--- src/rtl/product_accumulator_if.sv ---
// ---------------------------------------------------------------------------
// product_accumulator_if : product-in / result-out handshake bundle
// Rev 1.0
// ---------------------------------------------------------------------------
`default_nettype none

interface product_accumulator_if #(
  parameter int PROD_W = 8,
  parameter int ACC_W  = 12,
  parameter int BURST  = 4
);
  localparam int CNT_W = $clog2(BURST + 1);

  logic              prod_valid;
  logic              prod_ready;
  logic [PROD_W-1:0] prod_data;
  logic              flush;
  logic              res_valid;
  logic              res_ready;
  logic [ACC_W-1:0]  res_data;
  logic [CNT_W-1:0]  res_count;
  logic              res_ovf;

  modport master (
    output prod_valid, prod_data, flush, res_ready,
    input  prod_ready, res_valid, res_data, res_count, res_ovf
  );

  modport slave (
    input  prod_valid, prod_data, flush, res_ready,
    output prod_ready, res_valid, res_data, res_count, res_ovf
  );
endinterface

`default_nettype wire

--- src/rtl/product_accumulator.sv ---
// ---------------------------------------------------------------------------
// product_accumulator : sums BURST multiplier products into one ACC_W result.
// SATURATE_EN clamps the sum on overflow instead of wrapping. Rev 1.0
// ---------------------------------------------------------------------------
`default_nettype none

module product_accumulator #(
  parameter int PROD_W = 8,
  parameter int ACC_W  = 12,
  parameter int BURST  = 4
) (
  input  wire logic               clk,
  input  wire logic               rst,
  product_accumulator_if.slave    bus
);

  localparam int                 CNT_W   = $clog2(BURST + 1);
  localparam logic [CNT_W-1:0]   C_BURST = CNT_W'(BURST);

  typedef enum logic [0:0] {
    ST_ACCUM = 1'b0,
    ST_HOLD  = 1'b1
  } state_t;

  state_t             state_q, state_d;
  logic [ACC_W-1:0]   acc_q, acc_d, acc_upd;
  logic [CNT_W-1:0]   cnt_q, cnt_d, cnt_upd;
  logic               ovf_q, ovf_d, ovf_upd;
  logic [ACC_W-1:0]   res_data_q, res_data_d;
  logic [CNT_W-1:0]   res_count_q, res_count_d;
  logic               res_ovf_q, res_ovf_d;

  logic [ACC_W:0]     sum;
  logic               accept;
  logic               close;

  always_comb begin
    state_d     = state_q;
    acc_d       = acc_q;
    cnt_d       = cnt_q;
    ovf_d       = ovf_q;
    res_data_d  = res_data_q;
    res_count_d = res_count_q;
    res_ovf_d   = res_ovf_q;

    accept  = bus.prod_valid && (state_q == ST_ACCUM);
    sum     = {1'b0, acc_q} + {{(ACC_W + 1 - PROD_W){1'b0}}, bus.prod_data};
    ovf_upd = ovf_q | (accept & sum[ACC_W]);
    cnt_upd = accept ? cnt_q + CNT_W'(1) : cnt_q;
    acc_upd = accept ? sum[ACC_W-1:0] : acc_q;
`ifdef SATURATE_EN
    // Once the burst has overflowed, pin the sum at full scale for the rest of it.
    if (ovf_upd) acc_upd = '1;
`endif
    close = (accept && (cnt_upd == C_BURST)) ||
            (bus.flush && ((cnt_q != '0) || accept));

    case (state_q)
      ST_ACCUM: begin
        if (close) begin
          res_data_d  = acc_upd;
          res_count_d = cnt_upd;
          res_ovf_d   = ovf_upd;
          acc_d       = '0;
          cnt_d       = '0;
          ovf_d       = 1'b0;
          state_d     = ST_HOLD;
        end else begin
          acc_d = acc_upd;
          cnt_d = cnt_upd;
          ovf_d = ovf_upd;
        end
      end
      ST_HOLD: begin
        if (bus.res_ready) state_d = ST_ACCUM;
      end
      default: state_d = ST_ACCUM;
    endcase
  end

  always_ff @(posedge clk or posedge rst) begin
    if (rst) begin
      state_q     <= ST_ACCUM;
      acc_q       <= '0;
      cnt_q       <= '0;
      ovf_q       <= 1'b0;
      res_data_q  <= '0;
      res_count_q <= '0;
      res_ovf_q   <= 1'b0;
    end else begin
      state_q     <= state_d;
      acc_q       <= acc_d;
      cnt_q       <= cnt_d;
      ovf_q       <= ovf_d;
      res_data_q  <= res_data_d;
      res_count_q <= res_count_d;
      res_ovf_q   <= res_ovf_d;
    end
  end

  // Handshake flags decode straight from state so reset clears them without a clock.
  assign bus.prod_ready = (state_q == ST_ACCUM);
  assign bus.res_valid  = (state_q == ST_HOLD);
  assign bus.res_data   = res_data_q;
  assign bus.res_count  = res_count_q;
  assign bus.res_ovf    = res_ovf_q;

endmodule

`default_nettype wire

--- src/flat_wrapper.sv ---
// flat-port wrapper written by rule: the top's interface ports become plain ports
module product_accumulator_flat 
#(
  parameter int PROD_W = 8,
  parameter int ACC_W  = 12,
  parameter int BURST  = 4
)
  (clk, rst, bus_prod_valid, bus_prod_data, bus_flush, bus_res_ready, bus_prod_ready, bus_res_valid, bus_res_data, bus_res_count, bus_res_ovf);
  product_accumulator_if #(.PROD_W(PROD_W), .ACC_W(ACC_W), .BURST(BURST)) bus_i ();
  input  wire logic clk;
  input  wire logic rst;
  input wire logic [$bits(bus_i.prod_valid)-1:0] bus_prod_valid;
  input wire logic [$bits(bus_i.prod_data)-1:0] bus_prod_data;
  input wire logic [$bits(bus_i.flush)-1:0] bus_flush;
  input wire logic [$bits(bus_i.res_ready)-1:0] bus_res_ready;
  output wire logic [$bits(bus_i.prod_ready)-1:0] bus_prod_ready;
  output wire logic [$bits(bus_i.res_valid)-1:0] bus_res_valid;
  output wire logic [$bits(bus_i.res_data)-1:0] bus_res_data;
  output wire logic [$bits(bus_i.res_count)-1:0] bus_res_count;
  output wire logic [$bits(bus_i.res_ovf)-1:0] bus_res_ovf;
  assign bus_i.prod_valid = bus_prod_valid;
  assign bus_i.prod_data = bus_prod_data;
  assign bus_i.flush = bus_flush;
  assign bus_i.res_ready = bus_res_ready;
  assign bus_prod_ready = bus_i.prod_ready;
  assign bus_res_valid = bus_i.res_valid;
  assign bus_res_data = bus_i.res_data;
  assign bus_res_count = bus_i.res_count;
  assign bus_res_ovf = bus_i.res_ovf;
  product_accumulator #(.PROD_W(PROD_W), .ACC_W(ACC_W), .BURST(BURST)) u_core (.clk(clk), .rst(rst), .bus(bus_i));
endmodule
--- config.mk ---
export PLATFORM = sky130hd
export DESIGN_NAME = product_accumulator_flat
export DESIGN_NICKNAME = d
export VERILOG_FILES = /design/src/rtl/product_accumulator_if.sv /design/src/rtl/product_accumulator.sv /design/src/flat_wrapper.sv
export SDC_FILE = /design/constraint.sdc
export NUM_CORES = 1
export LEC_CHECK = 0
export CAP_MARGIN = 20
export CORE_MARGIN = 8
export CORE_UTILIZATION = 45
export CTS_CLUSTER_DIAMETER = 120
export DETAILED_ROUTE_END_ITERATION = 8
export PLACE_DENSITY = 0.69
export SLEW_MARGIN = 20
export SYNTH_ARGS = -nofsm -noshare
export SYNTH_HDL_FRONTEND = slang
export SYNTH_SLANG_ARGS = --single-unit
--- constraint.sdc ---
create_clock -name clk -period 2.5 [get_ports clk]
set_clock_uncertainty 0.2 [all_clocks]
set_input_delay 0.625 -clock clk [delete_from_list [all_inputs] [get_ports clk]]
set_output_delay 0.625 -clock clk [all_outputs]
set_load 0.05 [all_outputs]
After elaboration in Yosys (flattened, before gate mapping)
Cells that the tools add are included.
{ "totals": {"ff_bits": 33, "out_inout_bits": 18, "word_cells": 28} }
{ "op_classes": {"add_sub_neg": 2, "n_eq_ne": 1, "muxes": 8, "bitwise_logic": 3, "reduce_logical": 7} }
{ "op_table": {"columns": ["operator", "count"], "rows": [
  ["$mux W12", 2],
  ["$add A12 B8 Y13", 1],
  ["$mux W3", 2],
  ["$add A3 B1 Y3 const B", 1],
  ["$eq A3 B3 Y1 const B", 1],
  ["$logic_and A1 B1 Y1", 3],
  ["$mux W1", 3],
  ["$reduce_bool A3 Y1", 1],
  ["$logic_or A1 B1 Y1", 2],
  ["$pmux W1 S2", 1],
  ["$reduce_and A2 Y1", 1],
  ["$and A1 B1 Y1", 1],
  ["$not A1 Y1", 1],
  ["$or A1 B1 Y1", 1]
]} }

Longest topological paths before layout
Gate-level depths: netlist of run 1.
{ "logic_depth": {"ltp_word": 8, "depth_mapped": 9, "depth_no_buf": 8} }

Worst setup path after synthesis of run 1
OpenSTA, ideal clock, no wires.
{ "synth_path": {"path_type": "in2reg", "startpoint": "in bus_prod_data[0]", "endpoint": "reg u_core.acc_q[10]", "setup_ns": 0.083, "arrival_time_ns": 2.244, "slack_ns": -0.027, "path_stages": 8, "n_path_buf": 0, "cell_sequence": "ha_1 -> inv_1 -> fa_1 -> nor2b_1 -> o2111a_1 -> o2111ai_1 -> a2111o_1 -> o21ai_0"} }
{ "synth_between": {"elab_chain_cells": 3} }
{ "synth_lines": {"columns": ["item", "line_no", "source"], "rows": [
  ["start: declaration", "flat_wrapper.sv:13", "input wire logic [$bits(bus_i.prod_data)-1:0] bus_prod_data;"],
  ["$add A12 B8 Y13", "product_accumulator.sv:47", "sum = {1'b0, acc_q} + {{(ACC_W + 1 - PROD_W){1'b0}}, bus.prod_data};"],
  ["$mux W12", "product_accumulator.sv:50", "acc_upd = accept ? sum[ACC_W-1:0] : acc_q;"],
  ["$mux W12", "product_accumulator.sv:60", "if (close) begin"],
  ["end signal: assignment", "product_accumulator.sv:84", "acc_q <= '0;"],
  ["end signal: assignment", "product_accumulator.sv:92", "acc_q <= acc_d;"],
  ["end: declaration", "product_accumulator.sv:26", "logic [ACC_W-1:0] acc_q, acc_d, acc_upd;"]
]} }
No other way between the ends.
A chain may end at the register's enable or synchronous reset.

Final worst setup path of run 1
{ "layout_path": {"startpoint": "in bus_prod_data[6]", "endpoint": "reg u_core.res_data_q[11] (netlist: u_core.bus.res_data[11])"} }
{ "layout_between": {"elab_chain_cells": 2} }
{ "layout_lines": {"columns": ["item", "line_no", "source"], "rows": [
  ["$add A12 B8 Y13", "product_accumulator.sv:47", null],
  ["$mux W12", "product_accumulator.sv:50", null],
  ["end signal: assignment", "product_accumulator.sv:95", "res_data_q <= res_data_d;"],
  ["end: declaration", "product_accumulator.sv:29", "logic [ACC_W-1:0] res_data_q, res_data_d;"]
]} }
No other way between the ends.

==> summary.md, run 1 <==
| Metric | Value |
|---|---|
| RSZ-0062 raised after global routing | yes |
| Drt via density | 5.37 |
| Reg2reg end | u_core.bus.res_data[4] |
| Syn. warnings | 0 |
| IO buf count | 30 |
| Worst-Margin Slew | 0.500 ns |
| First-pass GRT wire length | 8.01 mm |
| Routed vias | 1762 |
| Detailed Route WL | 4.96 mm |
| Initial core utilization | 0.456 |
| Max Buffers Root-to-Sink | 2 |
| Min-Delay Path Depth | 2 |
| Tmin final | 2.49 ns |
| Cell count after synthesis | 211 |
| Placed inst area | 2540 µm² |
| Routability cong. | 0.817 |
| Crit Path Category | in2reg |
| EDFF count, synth | 0 |
| Prevailing post-synth register cell | dfrtp_1 |
| Yosys cell types | 47 |
| Setup violations, final | 0 |
| Commonest non-fill, non-tap cell in the layout | buf_4 |
| Skew-Pair Late Insertion Delay | 0.29 ns |
| Dpl ws | -0.514 ns |
| Max cap viols | 0 |
| Worst ir drop on vdd | 0.000569 V |
| Reg clk slew, reported paths | 0.07 ns |
| Ys async rst share | 1.00 |
| DR DRC count | 0 |
| Die Ht | 81.7 µm |
| Crit start category | primary input |
| Core box area | 4260 µm² |
| M1 wire length | 2.21 mm |
| All-layer global routing usage | 0.156 |
| Critical path origin | bus_prod_data[6] |
| Fin cells | 328 |
| Reg-to-Reg Start | u_core.cnt_q[0] |
| Initial antenna violation count | 0 |
| Status | finished, final reports clean |
| TritonCTS clock tree | yes |
| Top layer in use | met4 |
| R2R depth | 8 |
| Placed cells | 320 |
| Vias in the first global route | 1749 |
| Post-detail-place hpwl | 3.53 mm |
| Post-synthesis sequential area ratio | 0.425 |
| Iteration-0 DRC count of the detailed router | 58 |
| Power Dens Cells | 1320 nW/µm² |
| Most frequent cells in the layout | buf_4, dfrtp_1, nand2_1, clkdlybuf4s50_1, nor2_1 |
| Slew margin rel. | 0.665 |
| Total grt overflow | 0 |
| Antenna-violating nets left | 0 |
| Pre-antenna DRT Iters | 4 |
| Max Fclk | 0.401 GHz |
| CTS Sinks | 33 |
| Fin. max-slew vios | 0 |
| Crit path DAT | 2.46 ns |
| Lkg Pwr | 1.22 nW |
| Routed length on met2 | 2.41 mm |
| Hold Violations, Final | 0 |
| Tcrit/Tclk final | 0.997 |
| Yosys reg bits | 33 |
| Post-Syn Area | 1940 µm² |
| Htree depth | 2 |
| Worst Hold End | u_core.acc_q[0] |
| Die Span X | 81.7 µm |
| NumNets Final | 299 |
| Post-CTS setup buffer count | 0 |
| Min-delay src | u_core.acc_q[0] |
| Root buffer cell | clkbuf_8 |
| IO Pins | 31 |
| CP endpoint kind | register |
| Worst-path maximum fanout | 4 |
| Min-delay worst type | reg2reg |
| Finished Cell Area | 2740 µm² |
| Routed len/inst | 15.1 µm |
| Placement row count | 24 |
| Antenna diode count | 0 |
| Synth Net Count | 235 |
| Area grow syn2layout | 41.0% |
| CTS buffer count | 5 |
| Pin count of the biggest net entering global routing | 34 |
| Avg Inst Size Synth | 9.21 µm² |
| Layout cell share with drive strength beyond 1 | 0.250 |
| Met3 wire len | 246 µm |
| Fin util | 0.642 |
| WP data required | 2.47 ns |
| Final worst setup slack | 0.00727 ns |
| R2r setup slk | 0.17 ns |
| Total power | 0.00362 W |
| Die area | 6680 µm² |
power breakdown:
group | internal (W) | switching, W
registers | 0.000762 | 0.000179
logic | 0.000920 | 0.00131
clock network | 0.000249 | 0.000203
repair_timing:
action / 4_1_cts / 5_1_grt
setup endpoints to repair: 11 / 13
hold buffers: 0 / 0
pin swaps: 10 / 12
resized for setup: 13 / 12
cell type report:
type | instances | area, µm²
fillers | 367 | 1530
multi-input cells | 155 | 1100
flip-flops and latches | 33 | 826
repair buffers | 66 | 592
clock buffers | 7 | 96.3
well taps | 52 | 65.1
inverters | 14 | 52.6
clock inverters | 1 | 5.00
critical path, stage by stage:
cell             delay (ns)
clkdlybuf4s50_1        0.43
ha_1                   0.34
a211oi_1               0.31
o22ai_2                0.18
o2111ai_1              0.29
xor2_1                 0.20
a21oi_2                0.07
worst max path at each step:
stage,end,slack (ns)
finish,u_core.bus.res_data[11],0.007
global route,u_core.bus.res_data[11],-0.08
CTS,u_core.bus.res_data[7],0.02
detailed placement,u_core.bus.res_ovf,-0.51
global placement,u_core.bus.res_ovf,-0.49
floorplan,u_core.acc_q[10],0.03
routing by layer:
metal	vias to the layer above	global-route usage
li1	886	-
met1	838	0.190
met2	31	0.261
met3	7	0.0361
met4	0	0.0614
met5	-	0
per-stage QoR:
step | hold slack, ns | setup TNS [ns]
6_report | 0.321 | 0
5_1_grt | 0.350 | -0.187
4_1_cts | 0.326 | 0
3_5_place_dp | 0.302 | -8.04
3_3_place_gp | 0.292 | -7.78
2_1_floorplan | 0.267 | 0
cell families (layout without fill, tap and decap cells):
kind of cell | Yosys count | count (layout) | share of synthesized area
AND/OR/NAND/NOR | 69 | 69 | 0.169
AO/OA/AOI/OAI | 66 | 66 | 0.229
flip-flops | 33 | 33 | 0.425
buffers and inverters | 23 | 88 | 0.0612
adder cells (fa/ha/maj) | 11 | 11 | 0.0747
XOR/XNOR | 8 | 8 | 0.0361
multiplexers | 1 | 1 | 0.00515
registers in the layout (all words and copies together), names as in the netlist:
name	flops
u_core.ovf_q	1
u_core.bus.res_count	3
u_core.cnt_q	3
u_core.bus.res_ovf	1
u_core.acc_q	12
u_core.bus.res_valid	1
u_core.bus.res_data	12
synth_stat cells, drive strengths merged, types with 2 or more instances:
cell	count	area (µm²)
a21oi	16	91.3
ha	10	125
o2111ai	3	26.3
xnor2	5	43.8
a32o	3	30.0
buf	7	57.5
a211oi	2	15.0
nor2	22	82.6
o211ai	3	22.5
inv	14	52.6
a21o	3	22.5
or4	2	18.8
nand2	23	86.3
a22o	3	26.3
dfrtp	33	826
nor2b	3	18.8
xor2	3	26.3
clkbuf	2	8.75
nand3b	2	15.0
or3	2	12.5
o31ai	2	15.0
nand3	4	20.0
o22ai	2	12.5
a31oi	10	62.6
o21ai	13	65.1
and2	3	18.8
nand2b	3	26.3
nor3	2	10.0
Power figures use the tool's default switching activity.
==> run 2, diff against run 1 <==
--- a/config.mk
+++ b/config.mk
@@ -9,6 +9,7 @@
 export CORE_MARGIN = 8
 export CORE_UTILIZATION = 45
 export CTS_CLUSTER_DIAMETER = 120
+export CTS_CLUSTER_SIZE = 8
 export DETAILED_ROUTE_END_ITERATION = 8
 export PLACE_DENSITY = 0.69
 export SLEW_MARGIN = 20
==> results of run 2 <==
No change in the layout: final DEF, timing and power equal those of run 1.
==> run 3, diff against run 2 <==
--- a/config.mk
+++ b/config.mk
@@ -9,7 +9,6 @@
 export CORE_MARGIN = 8
 export CORE_UTILIZATION = 45
 export CTS_CLUSTER_DIAMETER = 120
-export CTS_CLUSTER_SIZE = 8
 export DETAILED_ROUTE_END_ITERATION = 8
 export PLACE_DENSITY = 0.69
 export SLEW_MARGIN = 20
==> results of run 3 <==
No change in the layout: final DEF, timing and power equal those of run 1.
